<file path="config.mk">
export PLATFORM = sky130hd
export DESIGN_NAME = tx_msg_arbiter_flat
export DESIGN_NICKNAME = d
export VERILOG_FILES = /design/src/rtl/tx_msg_arbiter_if.sv /design/src/rtl/tx_msg_arbiter.sv /design/src/flat_wrapper.sv
export SDC_FILE = /design/constraint.sdc
export NUM_CORES = 1
export LEC_CHECK = 0
export CORE_ASPECT_RATIO = 2
export CORE_MARGIN = 2
export CORE_UTILIZATION = 41
export DETAILED_ROUTE_END_ITERATION = 16
export HOLD_SLACK_MARGIN = 0.12
export PLACE_DENSITY_LB_ADDON = 0.2
export REMOVE_ABC_BUFFERS = 1
export SKIP_LAST_GASP = 1
export SYNTH_ARGS = -nofsm -noshare
export SYNTH_HDL_FRONTEND = slang
export SYNTH_SLANG_ARGS = --single-unit
</file>
<file path="constraint.sdc">
create_clock -name clk -period 1.9 [get_ports clk]
set_input_delay 0.38 -clock clk [delete_from_list [all_inputs] [get_ports clk]]
set_output_delay 0.38 -clock clk [all_outputs]
set_load 0.05 [all_outputs]
</file>
<file path="src/rtl/tx_msg_arbiter_if.sv">
// Handshake bundle between message clients, the arbiter and the UART Tx.
// master = arbiter side, slave = clients/transmitter side.
interface tx_msg_arbiter_if #(
    parameter int NREQ  = 4,
    parameter int LEN_W = 5
);
    logic [NREQ-1:0]       req;
    logic [NREQ*LEN_W-1:0] req_len;
    logic                  transmit_ready;
    logic                  stop;
    logic [NREQ-1:0]       grant;
    logic                  tx_ctrl;
    logic [LEN_W-1:0]      byte_idx;
    logic [NREQ-1:0]       msg_sent;
    logic                  msg_abort;
    logic                  busy;

    modport master (
        input  req,
        input  req_len,
        input  transmit_ready,
        input  stop,
        output grant,
        output tx_ctrl,
        output byte_idx,
        output msg_sent,
        output msg_abort,
        output busy
    );

    modport slave (
        output req,
        output req_len,
        output transmit_ready,
        output stop,
        input  grant,
        input  tx_ctrl,
        input  byte_idx,
        input  msg_sent,
        input  msg_abort,
        input  busy
    );
endinterface

</file>
<file path="src/rtl/tx_msg_arbiter.sv">
// Shares one UART Tx among NREQ message requesters, byte by byte.
// TX_ARB_FIXED_PRIO_EN selects fixed lowest-index priority over round-robin.
module tx_msg_arbiter #(
    parameter int NREQ    = 4,
    parameter int LEN_W   = 5,
    parameter int MAX_LEN = 16
) (
    input logic              clk,
    input logic              nrst,
    tx_msg_arbiter_if.master bus
);
    localparam int PW = (NREQ > 1) ? $clog2(NREQ) : 1;
    localparam logic [LEN_W-1:0] MAXL = LEN_W'(MAX_LEN);
    localparam logic [PW-1:0] LAST_RST = PW'(NREQ - 1);

    typedef enum logic [2:0] {
        IDLE,
        SEND,
        WAIT_LOW,
        WAIT_HIGH,
        DONE,
        ABORT
    } state_t;

    state_t           state, state_d;
    logic [NREQ-1:0]  grant, grant_d;
    logic [LEN_W-1:0] len, len_d;
    logic [LEN_W-1:0] idx, idx_d;
    logic [PW-1:0]    last, last_d;

    logic             found;
    logic [PW-1:0]    pick;
    logic [LEN_W-1:0] raw_len;
    logic [LEN_W-1:0] pick_len;

`ifdef TX_ARB_FIXED_PRIO_EN
    always_comb begin
        found = 1'b0;
        pick  = '0;
        for (int k = NREQ - 1; k >= 0; k--) begin
            if (bus.req[k]) begin
                found = 1'b1;
                pick  = PW'(k);
            end
        end
    end
`else
    // Scan downward so the candidate nearest after last wins.
    always_comb begin
        int            j;
        logic [PW-1:0] cand;
        found = 1'b0;
        pick  = '0;
        j     = 0;
        cand  = '0;
        for (int k = NREQ; k >= 1; k--) begin
            j    = (int'(last) + k) % NREQ;
            cand = PW'(j);
            if (bus.req[cand]) begin
                found = 1'b1;
                pick  = cand;
            end
        end
    end
`endif

    assign raw_len  = bus.req_len[pick*LEN_W +: LEN_W];
    assign pick_len = (raw_len > MAXL) ? MAXL : raw_len;

    always_ff @(posedge clk or negedge nrst) begin
        if (!nrst) begin
            state <= IDLE;
            grant <= '0;
            len   <= '0;
            idx   <= '0;
            last  <= LAST_RST;
        end else begin
            state <= state_d;
            grant <= grant_d;
            len   <= len_d;
            idx   <= idx_d;
            last  <= last_d;
        end
    end

    always_comb begin
        state_d = state;
        grant_d = grant;
        len_d   = len;
        idx_d   = idx;
        last_d  = last;
        unique case (state)
            IDLE: begin
                if (found) begin
                    grant_d       = '0;
                    grant_d[pick] = 1'b1;
                    len_d         = pick_len;
                    idx_d         = '0;
                    last_d        = pick;
                    state_d = (pick_len == '0) ? DONE : SEND;
                end
            end
            SEND: begin
                if (bus.stop) begin
                    state_d = ABORT;
                end else if (bus.transmit_ready) begin
                    state_d = WAIT_LOW;
                end
            end
            WAIT_LOW: begin
                if (!bus.transmit_ready) begin
                    state_d = WAIT_HIGH;
                end
            end
            // A stop seen mid-byte is honoured only once the byte ends.
            WAIT_HIGH: begin
                if (bus.transmit_ready) begin
                    if (bus.stop) begin
                        state_d = ABORT;
                    end else if (idx == len - 1'b1) begin
                        state_d = DONE;
                    end else begin
                        idx_d   = idx + 1'b1;
                        state_d = SEND;
                    end
                end
            end
            DONE: begin
                grant_d = '0;
                state_d = IDLE;
            end
            ABORT: begin
                grant_d = '0;
                idx_d   = '0;
                state_d = IDLE;
            end
            default: begin
                state_d = IDLE;
            end
        endcase
    end

    assign bus.grant     = grant;
    assign bus.byte_idx  = idx;
    assign bus.busy      = (state != IDLE);
    assign bus.msg_abort = (state == ABORT);
    assign bus.msg_sent  = (state == DONE) ? grant : '0;
    assign bus.tx_ctrl   = (state == SEND) & bus.transmit_ready
                         & ~bus.stop;
endmodule

</file>
<file path="src/flat_wrapper.sv">
// flat-port wrapper written by rule: the top's interface ports become plain ports
module tx_msg_arbiter_flat 
#(
    parameter int NREQ    = 4,
    parameter int LEN_W   = 5,
    parameter int MAX_LEN = 16
)
  (clk, nrst, bus_req, bus_req_len, bus_transmit_ready, bus_stop, bus_grant, bus_tx_ctrl, bus_byte_idx, bus_msg_sent, bus_msg_abort, bus_busy);
  tx_msg_arbiter_if #(.NREQ(NREQ), .LEN_W(LEN_W)) bus_i ();
  input logic clk;
  input logic nrst;
  input wire logic [$bits(bus_i.req)-1:0] bus_req;
  input wire logic [$bits(bus_i.req_len)-1:0] bus_req_len;
  input wire logic [$bits(bus_i.transmit_ready)-1:0] bus_transmit_ready;
  input wire logic [$bits(bus_i.stop)-1:0] bus_stop;
  output wire logic [$bits(bus_i.grant)-1:0] bus_grant;
  output wire logic [$bits(bus_i.tx_ctrl)-1:0] bus_tx_ctrl;
  output wire logic [$bits(bus_i.byte_idx)-1:0] bus_byte_idx;
  output wire logic [$bits(bus_i.msg_sent)-1:0] bus_msg_sent;
  output wire logic [$bits(bus_i.msg_abort)-1:0] bus_msg_abort;
  output wire logic [$bits(bus_i.busy)-1:0] bus_busy;
  assign bus_i.req = bus_req;
  assign bus_i.req_len = bus_req_len;
  assign bus_i.transmit_ready = bus_transmit_ready;
  assign bus_i.stop = bus_stop;
  assign bus_grant = bus_i.grant;
  assign bus_tx_ctrl = bus_i.tx_ctrl;
  assign bus_byte_idx = bus_i.byte_idx;
  assign bus_msg_sent = bus_i.msg_sent;
  assign bus_msg_abort = bus_i.msg_abort;
  assign bus_busy = bus_i.busy;
  tx_msg_arbiter #(.NREQ(NREQ), .LEN_W(LEN_W), .MAX_LEN(MAX_LEN)) u_core (.clk(clk), .nrst(nrst), .bus(bus_i));
endmodule
</file>
# Word level (Yosys, flattened, before mapping)
# Cells that the tools add are included.
# W data, S select, Z words.
[word_totals] reg_bits=19 latchBits=0 ramBits=0 romBits=0 input_bits=28 out_inout_bits=16 wordCells=82 memories=0
[op_classes] n_addsub=6 mul=1 div=0 n_lt_le_gt_ge=7 eq_ne=12 shift=1 n_mux=36 bitwise=3 reduce_logical=11
[ops] cell="$mux W5" n=5
[ops] cell="$mux W3" n=8
[ops] cell="$shiftx A20 B6 Y5" n=1
[ops] cell="$lt A2 B3 Y1 const B" n=5
[ops] cell="$pmux W5 S3" n=1
[ops] cell="$pmux W3 S4" n=1
[ops] cell="$mux W1" n=9
[ops] cell="$bmux W1 S2" n=4
[ops] cell="$mux W2" n=4
[ops] cell="$mux W4" n=2
[ops] cell="$ne A2 B2 Y1 const B" n=4
[ops] cell="$pmux W4 S2" n=1
[ops] cell="$eq A3 B2 Y1 const B" n=2
[ops] cell="$eq A3 B3 Y1 const B" n=2
[ops] cell="$reduce_bool A3 Y1" n=2
[ops] cell="$add A5 B1 Y5 const B" n=1
[ops] cell="$eq A5 B5 Y1" n=1
[ops] cell="$gt A5 B5 Y1 const B" n=1
[ops] cell="$logic_not A5 Y1" n=1
[ops] cell="$mul A2 B3 Y5 const B" n=1
[ops] cell="$reduce_and A5 Y1" n=1
[ops] cell="$sub A5 B1 Y5 const B" n=1
[ops] cell="$add A2 B1 Y2 const B" n=2
[ops] cell="$add A2 B2 Y2 const B" n=2
[ops] cell="other kinds (13)" n=15

# Logic depth before layout (Yosys ltp)
[depth] ltp_word=15 mapped_depth=9 ltp_nobuf=9

# Worst setup path after synthesis
# OpenSTA, ideal clock, no wires.
[synth_timing] kind="reg-to-output" start="register u_core.state[0]" end="output bus_tx_ctrl" arrival_time_ns=1.851 t_required_ns=1.520 setup_slack_ns=-0.331 stages_incl_launch_ff=5 path_buffers=1 cell_sequence="dfrtp_1 clkbuf_1 nor2b_1 nand2_1 nor3_1"
[synth_between] elab_chain_cells=3
[synth_lines] element="start, declared" line="tx_msg_arbiter.sv:25" source="state_t state, state_d;"
[synth_lines] element="start signal, assigned" line="tx_msg_arbiter.sv:78" source="state <= state_d;"
[synth_lines] element="$eq A3 B1 Y1" line="tx_msg_arbiter.sv:148" source="assign bus.tx_ctrl = (state == SEND) & bus.transmit_ready"
[synth_lines] element="$and A1 B1 Y1" line="tx_msg_arbiter.sv:148"
[synth_lines] element="$and A1 B1 Y1" line="tx_msg_arbiter.sv:149" source="& ~bus.stop;"
[synth_lines] element="end, declared" line="flat_wrapper.sv:17" source="output wire logic [$bits(bus_i.tx_ctrl)-1:0] bus_tx_ctrl;"
# Every way passes these cells.

# Final worst setup path
[layout_timing] start="register u_core.last[1]" end="register u_core.state[0]"
[layout_between] elab_chain_cells=15 elab_cells_between_ends=30 cone_classes="4 x add/sub; 1 x mul; 1 x order compare; 1 x eq/ne; 1 x shift; 20 x mux; 2 x reduce/logical"
[layout_lines] element="start, declared" line="tx_msg_arbiter.sv:29" source="logic [PW-1:0] last, last_d;"
[layout_lines] element="start signal, assigned" line="tx_msg_arbiter.sv:82" source="last <= last_d;"
[layout_lines] element="$add A2 B1 Y2" line="tx_msg_arbiter.sv:57" source="j = (int'(last) + k) % NREQ;"
[layout_lines] element="$bmux W1 S2" line="tx_msg_arbiter.sv:59" source="if (bus.req[cand]) begin"
[layout_lines] element="$mux W1 (not written as such)" line="tx_msg_arbiter.sv:59"
[layout_lines] element="$mux W2 (4 in series)" line="tx_msg_arbiter.sv:59"
[layout_lines] element="$mul A2 B3 Y5" line="tx_msg_arbiter.sv:67" source="assign raw_len = bus.req_len[pick*LEN_W +: LEN_W];"
[layout_lines] element="$shiftx A20 B6 Y5" line="tx_msg_arbiter.sv:67"
[layout_lines] element="$gt A5 B5 Y1" line="tx_msg_arbiter.sv:68" source="assign pick_len = (raw_len > MAXL) ? MAXL : raw_len;"
[layout_lines] element="$mux W5" line="tx_msg_arbiter.sv:68"
[layout_lines] element="$logic_not A5 Y1" line="tx_msg_arbiter.sv:100" source="state_d = (pick_len == '0) ? DONE : SEND;"
[layout_lines] element="$mux W3" line="tx_msg_arbiter.sv:100"
[layout_lines] element="$mux W3" line="tx_msg_arbiter.sv:94" source="if (found) begin"
[layout_lines] element="$pmux W3 S4" line="tx_msg_arbiter.sv:92" source="unique case (state)"
# Parallel ways exist; a longest one is shown, timed or not. The select of a mux whose other input is x is not followed.
# A chain may end at the register's enable or synchronous reset.

==> results_dict.tcl <==
set metrics [dict create \
    status "complete, but fails checks" \
    violations "negative setup slack" \
    synth-seq-cells 19 \
    io_pins 44 \
    r2r_end "u_core.state[0]$_DFFE_PN0P_" \
    gp_congestion 0.924 \
    ys_seq_area_frac 0.352 \
    clkLatencyLatePin_ps 260 \
    clock_skew_ps 6.87 \
    syn-cell-area_sq_um 1360 \
    crit_arrival_ps 2190 \
    root_buffer "clkbuf_8" \
    fin_crit_sh 1.08 \
    rsz0062_at_grt "yes" \
    io_buffer_count 43 \
    synth-simple-area-share 0.256 \
    drive_gt1_frac 0.428 \
    grt-ovfl-total 0 \
    avgSynthCellArea_sq_um 9.06 \
    fin_crit_ps 2050 \
    synthDistinctLibCells 44 \
    place_hpwl_um 3030 \
    ys_warn_count 0 \
    die_x_um 44.7 \
    routed_via_density 5.76 \
    drt_iter0_drc 37 \
    first_pass_iters 4 \
    synth_compound_area_frac 0.159 \
    grt_max_degree 13 \
    avgRoutedWirePerCell_um 18.3 \
    drcViolationCount 0 \
    place_area_sq_um 2010 \
    slew_headroom 0.686 \
    regToRegSetupSlack_ps -150 \
    worstPathMaxFanout 4 \
    synthToLayoutAreaGrowth_pct 73.5 \
    rows 29 \
    cts_made_buffers 3 \
    crit_type "register to register" \
    cts_tree "built" \
    critical_path_required_ps 2040 \
    fmax_mhz 488 \
    yosys.area_share.adder 0.0184 \
    layout.nets 260 \
    maxSlewViolCount 0 \
    reg2reg_depth 9 \
    cts_sinks 19 \
    initial_core_util 0.430 \
    setup_viol 6 \
    detail-route-antenna-nets 0 \
    yosys_most_used_dff "dfrtp_1" \
    detail_route.wirelength_um 4760 \
    fp.dieArea_sq_um 3820 \
    synthMuxAreaShare 0.0912 \
    fp.dieH_um 85.4 \
    synth_edf_count 0 \
    cts_buffer_depth 2 \
    synthCells 150 \
    worst_setup_path_start_kind "register" \
    drv_cap 0 \
    num_vias 1497 \
    final_area_sq_um 2360 \
    worst_slack_ps -148 \
    power.density_nw_per_um2 1430 \
    critPathCaptureType "register" \
    antenna_found_initial 0 \
    async_flop_share 1.00 \
    tightest_slew_ps 470 \
    grt_pass1_wl_um 6920 \
    hold_viol 0 \
    ir_worst_vdd_uv 837 \
    diodes 0 \
    synth_top_family_by_area "simple AND/OR/NAND/NOR gates" \
    htree_levels 1 \
    leakagePower_uw 0.00107 \
    final_core_util 0.747 \
    reg2reg_from "u_core.last[1]$_DFFE_PN1P_" \
    min_path_type "input pin to asynchronous set/reset pin" \
    synth_xor_area_frac 0.0746 \
    grt_pass1_vias 1600 \
    path_clk_slew_ps 80 \
    grtUsageTotal 0.244 \
    fin_tns_setup_ps -567 \
    core_sq_um 3160 \
]
logic make-up (layout without fill, tap and decap cells):
| kind of cell | after synthesis | in the layout |
|---|---|---|
| AO/OA/AOI/OAI | 32 | 32 |
| XOR/XNOR | 10 | 10 |
| adder cells (fa/ha/maj) | 2 | 2 |
| buffers and inverters | 12 | 90 |
| flip-flops | 19 | 19 |
| multiplexers | 12 | 12 |
| AND/OR/NAND/NOR | 63 | 64 |
worst max-delay path by stage:
stage                                from                          end  slack [ps]  depth (start not counted)
6_report       u_core.last[1]$_DFFE_PN1P_  u_core.state[0]$_DFFE_PN0P_        -150                          9
5_1_grt        u_core.last[1]$_DFFE_PN1P_  u_core.state[0]$_DFFE_PN0P_        -270                          9
4_1_cts        u_core.last[1]$_DFFE_PN1P_  u_core.state[2]$_DFFE_PN0P_        -130                          9
3_5_place_dp                   bus_req[2]    u_core.len[2]$_DFFE_PN0P_        -620                          8
3_3_place_gp                   bus_req[3]  u_core.state[2]$_DFFE_PN0P_        -500                          9
2_1_floorplan  u_core.last[1]$_DFFE_PN1P_  u_core.state[0]$_DFFE_PN0P_        -310                          6
area by class of cell:
type | instances | area (sq um)
inverter | 5 | 18.8
fill | 232 | 800
tap | 31 | 38.8
timing repair buffer | 81 | 764
multi-input combinational | 120 | 1010
sequential | 19 | 479
clock inverter | 1 | 5.00
clock buffer | 3 | 41.3
cell usage after synthesis (all sizes together) (2+ instances only):
cell type / number / area [sq um]
inv: 5 / 18.8
dfstp: 2 / 52.6
dfrtp: 17 / 425
nand2b: 4 / 25.0
a22oi: 2 / 15.0
ha: 2 / 25.0
o2111ai: 2 / 17.5
nor4: 3 / 40.0
nand4: 3 / 18.8
o21ai: 11 / 55.1
mux2i: 9 / 90.1
clkbuf: 6 / 36.3
nor2: 7 / 28.8
mux2: 3 / 33.8
nand2: 19 / 71.3
and3: 5 / 31.3
nand3: 8 / 45.0
nor3: 5 / 25.0
or3: 2 / 12.5
nor3b: 3 / 22.5
a21oi: 8 / 40.0
xor2: 5 / 43.8
xnor2: 4 / 35.0
flip-flops by register name (all words and copies together) (netlist names):
name	count
u_core.state	3
u_core.last	2
u_core.bus.byte_idx	5
u_core.len	5
u_core.bus.grant	4
per-stage QoR:
stage                     instances  power (uW)  setup slack, ps  hold WS (ps)
after floorplan                 143        1730             -313          84.4
after global placement          243        2370             -498           482
after detailed placement        243        2420             -619           477
after CTS                       258        3050             -134           400
after global routing            260        3540             -265           418
final                           260        3360             -148           394
critical path, stage by stage (launching register included):
cell and delay [ps]:
dfstp_2 570, nand2b_4 130, a21oi_2 50, o221a_2 320, buf_6 130, buf_6 120
o31ai_4 60, o32ai_2 130, nor4_2 320, a21oi_1 100
report_power, final:
group / total [uW] / switching [uW] / internal [uW] / leakage [uW]
logic: 2380 / 1270 / 1110 / 0.000805
clock network: 289 / 142 / 146 / 0.0000255
registers: 690 / 133 / 557 / 0.000244
total: 3360 / 1550 / 1820 / 0.00107
what timing repair did:
| item | 4_1_cts | 5_1_grt |
|---|---|---|
| setup endpoints to repair | 17 | 16 |
| pin swaps | 20 | 16 |
| cloned | 1 | 0 |
| resized for setup | 33 | 16 |
| buffers inserted | 10 | 3 |
| hold buffers | 0 | 0 |
cell usage in the layout, fill, tap and decap left out, types with 6 or more instances in the layout:
| cell type | netlist | final |
|---|---|---|
| o21ai_0 | 11 | 9 |
| clkdlybuf4s50_1 | 0 | 23 |
| mux2i_1 | 9 | 7 |
| nand2_1 | 19 | 19 |
| buf_12 | 0 | 6 |
| buf_4 | 0 | 43 |
| dfrtp_1 | 17 | 16 |
per-layer routing:
layer / vias to the layer above / global-route usage / share of wire
met4: 0 / 0.165 / 0.046
met3: 18 / 0.0234 / 0.029
met5: - / 0 / 0
met2: 53 / 0.462 / 0.60
met1: 722 / 0.220 / 0.32
li1: 704 / - / -
Note: power is estimated with default switching activity, not from simulation.
